==> config.mk <==
export PLATFORM = sky130hd
export DESIGN_NAME = fpu_unpack_pipe
export DESIGN_NICKNAME = d
export VERILOG_FILES = /design/src/rtl/config_pkg.sv /design/src/rtl/fpu_unpack_lane.sv /design/src/rtl/fpu_unpack_pipe.sv
export SDC_FILE = /design/constraint.sdc
export NUM_CORES = 2
export LEC_CHECK = 0
export CAP_MARGIN = 40
export CORE_MARGIN = 4
export CORE_UTILIZATION = 45
export CTS_CLUSTER_DIAMETER = 80
export DETAILED_ROUTE_END_ITERATION = 6
export HOLD_SLACK_MARGIN = 0.02
export PLACE_DENSITY = 0.77
export REMOVE_ABC_BUFFERS = 1
export SYNTH_ARGS = -nofsm -noshare
export SYNTH_HDL_FRONTEND = slang
export SYNTH_SLANG_ARGS = --single-unit
==> constraint.sdc <==
create_clock -name clk -period 6.76 [get_ports clk]
set_input_delay 1.69 -clock clk [delete_from_list [all_inputs] [get_ports clk]]
set_output_delay 1.69 -clock clk [all_outputs]
set_load 0.1 [all_outputs]
==> src/rtl/config_pkg.sv <==
// -----------------------------------------------------------------------------
// config_pkg
// Shared configuration for the FPU operand unpacker.
//   - FLEN / NE / NF    : widths of the largest supported format
//   - FPSIZES           : one bit per format code, set when that format exists
//   - LEN_x/NE_x/NF_x   : per-format total, exponent and fraction widths
//   - FMT_S/D/H/Q       : format encodings carried on in_fmt
//   - FLAG_*            : bit positions inside the 6-bit per-lane flag vector
//   - unpacked_lane_t   : everything one lane produces, as stored in the pipe
//   - classify()        : RISC-V fclass mask from sign and flags
// -----------------------------------------------------------------------------
package config_pkg;

    localparam int FLEN    = 64;
    localparam int NE      = 11;
    localparam int NF      = 52;
    localparam int FMTBITS = 2;

    localparam int LEN_S = 32;
    localparam int NE_S  = 8;
    localparam int NF_S  = 23;
    localparam int LEN_D = 64;
    localparam int NE_D  = 11;
    localparam int NF_D  = 52;
    localparam int LEN_H = 16;
    localparam int NE_H  = 5;
    localparam int NF_H  = 10;
    localparam int LEN_Q = 128;
    localparam int NE_Q  = 15;
    localparam int NF_Q  = 112;

    typedef enum logic [FMTBITS-1:0] {
        FMT_S = 2'b00,
        FMT_D = 2'b01,
        FMT_H = 2'b10,
        FMT_Q = 2'b11
    } fp_fmt_e;

    // Indexed by format code: quad does not fit in a 64-bit register file.
    localparam logic [3:0] FPSIZES = 4'b0111;

    // Canonical quiet NaNs substituted for badly boxed narrow operands.
    localparam logic [LEN_S-1:0] QNAN_S = 32'h7FC0_0000;
    localparam logic [LEN_H-1:0] QNAN_H = 16'h7E00;

    localparam int NFLAGS       = 6;
    localparam int FLAG_NAN     = 5;
    localparam int FLAG_SNAN    = 4;
    localparam int FLAG_ZERO    = 3;
    localparam int FLAG_INF     = 2;
    localparam int FLAG_EXPMAX  = 1;
    localparam int FLAG_SUBNORM = 0;

    localparam int NCLASS = 10;

    typedef struct packed {
        logic              sgn;
        logic [NE-1:0]     exp;
        logic [NF:0]       man;
        logic [NFLAGS-1:0] flags;
        logic [FLEN-1:0]   postbox;
        logic [NCLASS-1:0] fclass;
    } unpacked_lane_t;

    // Bits 0..9: -inf, -norm, -sub, -0, +0, +sub, +norm, +inf, sNaN, qNaN.
    function automatic logic [NCLASS-1:0] classify(input logic sgn, input logic [NFLAGS-1:0] flags);
        logic isNorm;
        logic [NCLASS-1:0] mask;
        isNorm  = ~flags[FLAG_EXPMAX] & ~flags[FLAG_ZERO] & ~flags[FLAG_SUBNORM];
        mask[0] =  sgn & flags[FLAG_INF];
        mask[1] =  sgn & isNorm;
        mask[2] =  sgn & flags[FLAG_SUBNORM];
        mask[3] =  sgn & flags[FLAG_ZERO];
        mask[4] = ~sgn & flags[FLAG_ZERO];
        mask[5] = ~sgn & flags[FLAG_SUBNORM];
        mask[6] = ~sgn & isNorm;
        mask[7] = ~sgn & flags[FLAG_INF];
        mask[8] =  flags[FLAG_SNAN];
        mask[9] =  flags[FLAG_NAN] & ~flags[FLAG_SNAN];
        return mask;
    endfunction

endpackage

==> src/rtl/fpu_unpack_lane.sv <==
// -----------------------------------------------------------------------------
// fpu_unpack_lane
// Purely combinational unpacker for one register-file operand.
//   op_i      : raw FLEN-bit operand
//   fmt_i     : format code (FMT_S/D/H/Q)
//   en_i      : lane enable; when low every output is zero
//   lane_o    : sign, rebiased exponent, significand, flags, post-box value,
//               fclass mask
//   badbox_o  : the enabled, legal-format operand was not properly NaN-boxed
// Macro FPU_UNPACK_CLASS_EN: when defined the fclass mask is computed,
// otherwise lane_o.fclass is tied to zero.
// -----------------------------------------------------------------------------
module fpu_unpack_lane
    import config_pkg::*;
(
    input  logic [FLEN-1:0]    op_i,
    input  logic [FMTBITS-1:0] fmt_i,
    input  logic               en_i,
    output unpacked_lane_t     lane_o,
    output logic               badbox_o
);

    logic [LEN_S-1:0] valS;
    logic [LEN_H-1:0] valH;
    logic [NE_S-1:0]  expS;
    logic [NE_H-1:0]  expH;
    logic             sgn;
    logic             expNz;
    logic             expMax;
    logic             fracNz;
    logic             quietBit;
    logic             legal;
    logic             boxOk;
    logic [NE-1:0]    expReb;
    logic [NF-1:0]    fracAl;
    logic [FLEN-1:0]  postbox;

    // Field extraction per format. A narrow operand whose upper bits are not
    // all ones is replaced by that format's canonical qNaN before decoding,
    // so the rest of the datapath never sees the bad value. Zero/subnormal
    // exponents are decoded as biased 1 before rebiasing.
    always_comb begin
        valS     = '0;
        valH     = '0;
        expS     = '0;
        expH     = '0;
        sgn      = 1'b0;
        expNz    = 1'b0;
        expMax   = 1'b0;
        fracNz   = 1'b0;
        quietBit = 1'b0;
        legal    = FPSIZES[fmt_i];
        boxOk    = 1'b1;
        expReb   = '0;
        fracAl   = '0;
        postbox  = '0;
        case (fmt_i)
            FMT_S: begin
                boxOk    = &op_i[FLEN-1:LEN_S];
                valS     = boxOk ? op_i[LEN_S-1:0] : QNAN_S;
                sgn      = valS[LEN_S-1];
                expNz    = |valS[LEN_S-2 -: NE_S];
                expMax   = &valS[LEN_S-2 -: NE_S];
                fracNz   = |valS[NF_S-1:0];
                quietBit = valS[NF_S-1];
                expS     = expNz ? valS[LEN_S-2 -: NE_S] : NE_S'(1);
                expReb   = {expS[NE_S-1], {(NE-NE_S){~expS[NE_S-1]}}, expS[NE_S-2:0]};
                fracAl   = {valS[NF_S-1:0], {(NF-NF_S){1'b0}}};
                postbox  = {{(FLEN-LEN_S){1'b1}}, valS};
            end
            FMT_H: begin
                boxOk    = &op_i[FLEN-1:LEN_H];
                valH     = boxOk ? op_i[LEN_H-1:0] : QNAN_H;
                sgn      = valH[LEN_H-1];
                expNz    = |valH[LEN_H-2 -: NE_H];
                expMax   = &valH[LEN_H-2 -: NE_H];
                fracNz   = |valH[NF_H-1:0];
                quietBit = valH[NF_H-1];
                expH     = expNz ? valH[LEN_H-2 -: NE_H] : NE_H'(1);
                expReb   = {expH[NE_H-1], {(NE-NE_H){~expH[NE_H-1]}}, expH[NE_H-2:0]};
                fracAl   = {valH[NF_H-1:0], {(NF-NF_H){1'b0}}};
                postbox  = {{(FLEN-LEN_H){1'b1}}, valH};
            end
            FMT_D: begin
                sgn      = op_i[LEN_D-1];
                expNz    = |op_i[LEN_D-2 -: NE_D];
                expMax   = &op_i[LEN_D-2 -: NE_D];
                fracNz   = |op_i[NF_D-1:0];
                quietBit = op_i[NF_D-1];
                expReb   = expNz ? op_i[LEN_D-2 -: NE_D] : NE'(1);
                fracAl   = op_i[NF_D-1:0];
                postbox  = op_i;
            end
            default: ;
        endcase
    end

    // Flag derivation and lane gating. Illegal formats leave the flags
    // undefined but never report a bad box, so the counter stays clean.
    always_comb begin
        lane_o   = '0;
        badbox_o = 1'b0;
        if (en_i) begin
            lane_o.sgn                  = sgn;
            lane_o.exp                  = expReb;
            lane_o.man                  = {expNz, fracAl};
            lane_o.postbox              = postbox;
            lane_o.flags[FLAG_NAN]      = expMax & fracNz;
            lane_o.flags[FLAG_SNAN]     = expMax & fracNz & ~quietBit;
            lane_o.flags[FLAG_ZERO]     = ~expNz & ~fracNz;
            lane_o.flags[FLAG_INF]      = expMax & ~fracNz;
            lane_o.flags[FLAG_EXPMAX]   = expMax;
            lane_o.flags[FLAG_SUBNORM]  = ~expNz & fracNz;
            badbox_o                    = legal & ~boxOk;
            if (!legal) begin
                lane_o.flags = 'x;
            end
`ifdef FPU_UNPACK_CLASS_EN
            lane_o.fclass = classify(sgn, lane_o.flags);
`endif
        end
    end

endmodule

==> src/rtl/fpu_unpack_pipe.sv <==
// -----------------------------------------------------------------------------
// fpu_unpack_pipe
// NSRC-lane FPU operand unpacker with a one-cycle registered output and a
// two-entry (main + skid) elastic buffer, plus a saturating counter of
// improperly NaN-boxed operands.
//   clk, reset_n           : clock, asynchronous active-low reset
//   flush                  : drop everything held, ignore this cycle's input
//   in_valid/in_ready      : input handshake; in_ready is a flop output
//   in_fmt, in_en, in_op   : format, per-lane enable, packed raw operands
//   out_valid/out_ready    : output handshake
//   out_sgn/exp/man/flags  : unpacked fields per lane
//   out_postbox            : operand after NaN-box correction per lane
//   out_class              : fclass mask per lane (zero unless enabled)
//   badbox_cnt, cnt_clr    : bad-box event counter and its synchronous clear
// Macro FPU_UNPACK_CLASS_EN enables the fclass mask inside fpu_unpack_lane;
// without it the lanes drive zero and out_class stays constant 0.
// -----------------------------------------------------------------------------
module fpu_unpack_pipe
    import config_pkg::*;
#(
    parameter int NSRC = 3,
    parameter int CNTW = 16
) (
    input  logic                     clk,
    input  logic                     reset_n,
    input  logic                     flush,
    input  logic                     in_valid,
    output logic                     in_ready,
    input  logic [FMTBITS-1:0]       in_fmt,
    input  logic [NSRC-1:0]          in_en,
    input  logic [NSRC*FLEN-1:0]     in_op,
    output logic                     out_valid,
    input  logic                     out_ready,
    output logic [NSRC-1:0]          out_sgn,
    output logic [NSRC*NE-1:0]       out_exp,
    output logic [NSRC*(NF+1)-1:0]   out_man,
    output logic [NSRC*NFLAGS-1:0]   out_flags,
    output logic [NSRC*FLEN-1:0]     out_postbox,
    output logic [NSRC*NCLASS-1:0]   out_class,
    output logic [CNTW-1:0]          badbox_cnt,
    input  logic                     cnt_clr
);

    localparam int SUMW = $clog2(NSRC + 1);

    unpacked_lane_t [NSRC-1:0] laneIn;
    logic [NSRC-1:0]           laneBad;

    unpacked_lane_t [NSRC-1:0] mainData_q, mainData_d;
    unpacked_lane_t [NSRC-1:0] skidData_q, skidData_d;
    logic                      mainValid_q, mainValid_d;
    logic                      skidValid_q, skidValid_d;
    logic                      inReady_q, inReady_d;
    logic [CNTW-1:0]           cnt_q, cnt_d;

    logic                      accept;
    logic                      drain;
    logic [SUMW-1:0]           badSum;
    logic [CNTW:0]             cntSum;

    for (genvar g = 0; g < NSRC; g++) begin : gLane
        fpu_unpack_lane uLane (
            .op_i     (in_op[g*FLEN +: FLEN]),
            .fmt_i    (in_fmt),
            .en_i     (in_en[g]),
            .lane_o   (laneIn[g]),
            .badbox_o (laneBad[g])
        );
    end

    assign accept = in_valid & inReady_q & ~flush;
    assign drain  = mainValid_q & out_ready;

    // Elastic buffer next state. The skid entry only fills while main is
    // stalled; when main drains the skid moves forward. While skid is full
    // in_ready is already low, so no accept can coincide with that move.
    always_comb begin
        mainValid_d = mainValid_q;
        skidValid_d = skidValid_q;
        mainData_d  = mainData_q;
        skidData_d  = skidData_q;
        if (flush) begin
            mainValid_d = 1'b0;
            skidValid_d = 1'b0;
        end else if (drain) begin
            if (skidValid_q) begin
                mainData_d  = skidData_q;
                skidValid_d = 1'b0;
            end else begin
                mainValid_d = accept;
                if (accept) begin
                    mainData_d = laneIn;
                end
            end
        end else if (accept) begin
            if (!mainValid_q) begin
                mainValid_d = 1'b1;
                mainData_d  = laneIn;
            end else begin
                skidValid_d = 1'b1;
                skidData_d  = laneIn;
            end
        end
        inReady_d = ~(mainValid_d & skidValid_d);
    end

    // Saturating bad-box counter; clear wins over any same-cycle increment.
    always_comb begin
        badSum = '0;
        for (int i = 0; i < NSRC; i++) begin
            badSum = badSum + SUMW'(laneBad[i]);
        end
        cntSum = {1'b0, cnt_q} + (CNTW+1)'(badSum);
        cnt_d  = cnt_q;
        if (cnt_clr) begin
            cnt_d = '0;
        end else if (accept) begin
            cnt_d = cntSum[CNTW] ? '1 : cntSum[CNTW-1:0];
        end
    end

    // State registers; reset empties the buffer and holds in_ready low.
    always_ff @(posedge clk or negedge reset_n) begin
        if (!reset_n) begin
            mainValid_q <= 1'b0;
            skidValid_q <= 1'b0;
            inReady_q   <= 1'b0;
            mainData_q  <= '0;
            skidData_q  <= '0;
            cnt_q       <= '0;
        end else begin
            mainValid_q <= mainValid_d;
            skidValid_q <= skidValid_d;
            inReady_q   <= inReady_d;
            mainData_q  <= mainData_d;
            skidData_q  <= skidData_d;
            cnt_q       <= cnt_d;
        end
    end

    assign in_ready   = inReady_q;
    assign out_valid  = mainValid_q;
    assign badbox_cnt = cnt_q;

    for (genvar g = 0; g < NSRC; g++) begin : gOut
        assign out_sgn[g]                      = mainData_q[g].sgn;
        assign out_exp[g*NE +: NE]             = mainData_q[g].exp;
        assign out_man[g*(NF+1) +: (NF+1)]     = mainData_q[g].man;
        assign out_flags[g*NFLAGS +: NFLAGS]   = mainData_q[g].flags;
        assign out_postbox[g*FLEN +: FLEN]     = mainData_q[g].postbox;
        assign out_class[g*NCLASS +: NCLASS]   = mainData_q[g].fclass;
    end

endmodule

==> impl_metrics.csv <==
group,metric,value,unit
detailed_routing,drtPass1Iterations,7,
floorplanning,ioPinCount,656,
detailed_routing,drc_errors,0,
clock_network,clock_latency,660,ps
pwr,swShare,38.1,%
detailed_routing,routed_wirelength,169000,um
hold_path,hold_path.class,"reg2reg",
critical_path,cp-end-kind,"flop",
synthesis,synth_fa_ha_area_share,0.170,%
global_routing,met1_usage,45.3,%
global_routing,gr-total-overflow,0,
pwr,total_power,0.0177,W
critical_path,arrival,6580,ps
synthesis,synthDistinctLibCells,67,
synthesis,synth-compound-area-share,21.3,%
synthesis,synth_area_leader_cell,"dfrtp_1",
synthesis,synth_top_family_by_area,"compound AO/OA/AOI/OAI gates",
placement,port_buffers,625,
critical_path,crit_type,"in2reg",
pwr,internal_power,0.0109,W
critical_path,reg2reg_from,"out_valid",
synthesis,synth_edf_count,0,
detailed_routing,wire_per_inst,26.5,um
layout,drive_gt1_share,13.6,%
critical_path,path_buf_inv,3,
timing,rsz0062_at_grt,"no",
layout,mostFrequentLayoutCells,"dfrtp_1 (829), nand2_1 (721), clkdlybuf4s50_1 (616), o21ai_0 (492), a21oi_1 (425)",
clock_network,cts_max_level,3,
global_routing,grt_max_degree,201,
hold_path,whs_path_depth,2,
critical_path,reg2reg_to,"out_postbox[128]",
floorplanning,die_w,300,um
timing,hold_viol,0,
timing,fin_setup_tns,0,ps
clock_network,path_clk_slew,60,ps
detailed_routing,antenna_left,0,
clock_network,cts_tree,"yes",
global_routing,grtUsageMet2,57.0,%
critical_path,crit_top_cell,"nand3_1",
hold_path,hp-start,"skidData_q[223]",
synthesis,synth_top_cell_area_share,54.1,%
global_routing,grt_pass1_wl,256000,um
timing,setup-violations-final,0,
critical_path,reg2reg_depth,8,
critical_path,r2r_setup_slack,2650,ps
timing,final.min_clock_period,5990,ps
floorplanning,start_util,45.6,%
hold_path,holdPathEnd,"skidData_q[223]",
global_routing,grt.met3_usage,10.7,%
clock_network,cts_setup_buffers,0,
critical_path,cp.required,7350,ps
pwr,p_switching,0.00672,W
timing,slew_headroom,23.4,%
placement,dp_hpwl,116000,um
synthesis,ys_seq_area_share,54.1,%
detailed_routing,vias_per_cell,6.42,
global_routing,grt_usage,36.7,%
outcome,status,"complete, no violations",
synthesis,synthSimpleGateAreaFrac,19.7,%
floorplanning,die_y,300,um
pwr,clkPwrFrac,29.0,%
synthesis,synth_mux_area_share,0.365,%
synthesis,yosys_warnings,0,
clock_network,cts_resized,0,
synthesis,postSynthCellCount,4321,
floorplanning,rows,106,
critical_path,crit_fanout,8,
pwr,leakage,25.1,nW
synthesis,yosys.area_share.xor_xnor,0,%
synthesis,synth_ff_type,"dfrtp_1",
synthesis,synth_area_leaders,"dfrtp_1 (54%), nand2_1 (7.1%), o21ai_0 (6.4%)",
pwr,vdd_drop_max,0.239,mV
clock_network,cts_sinks,829,
clock_network,cts_buffer_depth,3,
synthesis,avgSynthCellArea,8.88,um^2
critical_path,startpoint_type,"input port",
critical_path,max_stage_delay,620,ps
clock_network,cts-buffers-inserted,88,
synthesis,synthArstFlopShare,100,%
pwr,p_per_area,305,nW/um^2
floorplanning,die_area,90000,um^2
pwr,combPwrFrac,37.1,%
layout,final_common_cell,"dfrtp_1",
detailed_routing,drt-initial-drc-count,5584,
layout,syn2layout_area_growth,50.8,%
synthesis,netlist_area,38400,um^2
timing,fin_crit_sh,88.6,%
timing,fmax,167,MHz
global_routing,busiest_layer,"met2",
clock_network,cts_root_buf,"clkbuf_16",
global_routing,antenna_found_initial,12,
synthesis,synth.ff_latch_count,829,
timing,finalClockSkew,27.4,ps
layout,nets,5391,
timing,drv_slew,0,
job,maxCapViolations,0,
clock_network,cts_hold_buf,0,
critical_path,crit_slowest_cell,"clkdlybuf4s50_1",
placement,place_congestion,0.973,
critical_path,critPathTopFamily,"simple AND/OR/NAND/NOR gates",
global_routing,grt_pass1_vias,41400,
critical_path,crit_chain,"clkdlybuf4s50_1 -> nand4_1 -> nor4_2 -> nand3_1 -> o211ai_1 -> buf_4 -> fa_1 -> inv_1 -> ha_1 -> fa_1 -> nand3_1 -> nor2_1 -> nand3_1 -> or3_1 -> and2_1 -> a41oi_1 -> o21a_1",
floorplanning,coreArea,84100,um^2
detailed_routing,vias,41000,
timing,worstMarginPinSlew,1150,ps
layout,postLayoutCoreUtil,68.8,%
pwr,seqPwrFrac,33.9,%
## worst min-delay path, delay by kind of cell (launching register included)
family / cells / cell delay [ps]
flops: 1 / 340
simple gates: 2 / 100
## registers in the layout, indices dropped and copies added (netlist names)
name / count
skidValid_q: 1
skidData_q: 405
out_sgn: 3
out_exp: 33
out_flags: 18
badbox_cnt: 16
in_ready: 1
out_postbox: 192
out_man: 159
out_valid: 1
## worst max-delay path by stage
stage                                  to  depth (start not counted)  startpoint  slack [ps]
after floorplan           skidData_q[160]                          5    in_valid      -10380
after global placement     badbox_cnt[11]                         17  in_op[173]         290
after detailed placement   badbox_cnt[11]                         17  in_op[173]         190
after CTS                  badbox_cnt[11]                         17  in_op[173]         860
after global routing       badbox_cnt[11]                         17  in_op[165]         540
final                      badbox_cnt[11]                         17  in_op[173]         770
## logic make-up (layout without fill, tap and decap cells)
family | count (synthesis) | after routing
and+or+nand+nor | 1687 | 1687
AOI/OAI and AO/OA | 1380 | 1380
DFF | 829 | 829
buffers and inverters | 407 | 1306
muxes | 13 | 13
adders and majority gates | 4 | 4
other | 1 | 35
## power by group through the flow
stage | clock network [W] | registers (W) | logic [W]
6_report | 0.00511 | 0.00599 | 0.00655
2_1_floorplan | 0 | 0.00834 | 0.000958
3_5_place_dp | 0 | 0.00604 | 0.00648
5_1_grt | 0.00534 | 0.00604 | 0.00675
3_3_place_gp | 0 | 0.00599 | 0.00470
4_1_cts | 0.00513 | 0.00597 | 0.00652
## final cells by class
class,count,area (um^2)
Sequential cell,829,20700
Multi-Input combinational cell,3114,16100
Clock buffer,116,2480
Antenna cell,5,12.5
Tap cell,1134,1420
Fill cell,5536,26200
Clock inverter,39,548
Timing Repair Buffer,1142,16500
Inverter,9,36.3
## stage by stage
step	hold WS, ps	worst slack [ps]	instance area [um^2]	cells
after detailed placement	456	189	54800	6227
after floorplan	438	-10380	36800	3952
after CTS	470	857	57800	6382
after global placement	451	290	45300	5799
final	471	769	57900	6388
after global routing	491	544	57800	6386
## cells in the mapped netlist (all sizes together), types with 13 or more instances
| cell type | count |
|---|---|
| a31oi | 71 |
| a221o | 30 |
| clkbuf | 319 |
| o21ai | 500 |
| nand3 | 149 |
| nand2 | 724 |
| o22ai | 38 |
| nor4 | 40 |
| nand4 | 47 |
| a22o | 67 |
| nor2 | 386 |
| dfrtp | 829 |
| nor3 | 114 |
| and3 | 121 |
| a221oi | 13 |
| nor2b | 41 |
| buf | 79 |
| o31ai | 119 |
| a22oi | 50 |
| or3 | 26 |
| a21oi | 425 |
## layer usage
metal	part of all wire, %	routed length [um]
met1	35	59200
met2	45	76300
met3	12	21000
met4	7.3	12400
met5	0.034	57
(Power assumes the default switching activity.)
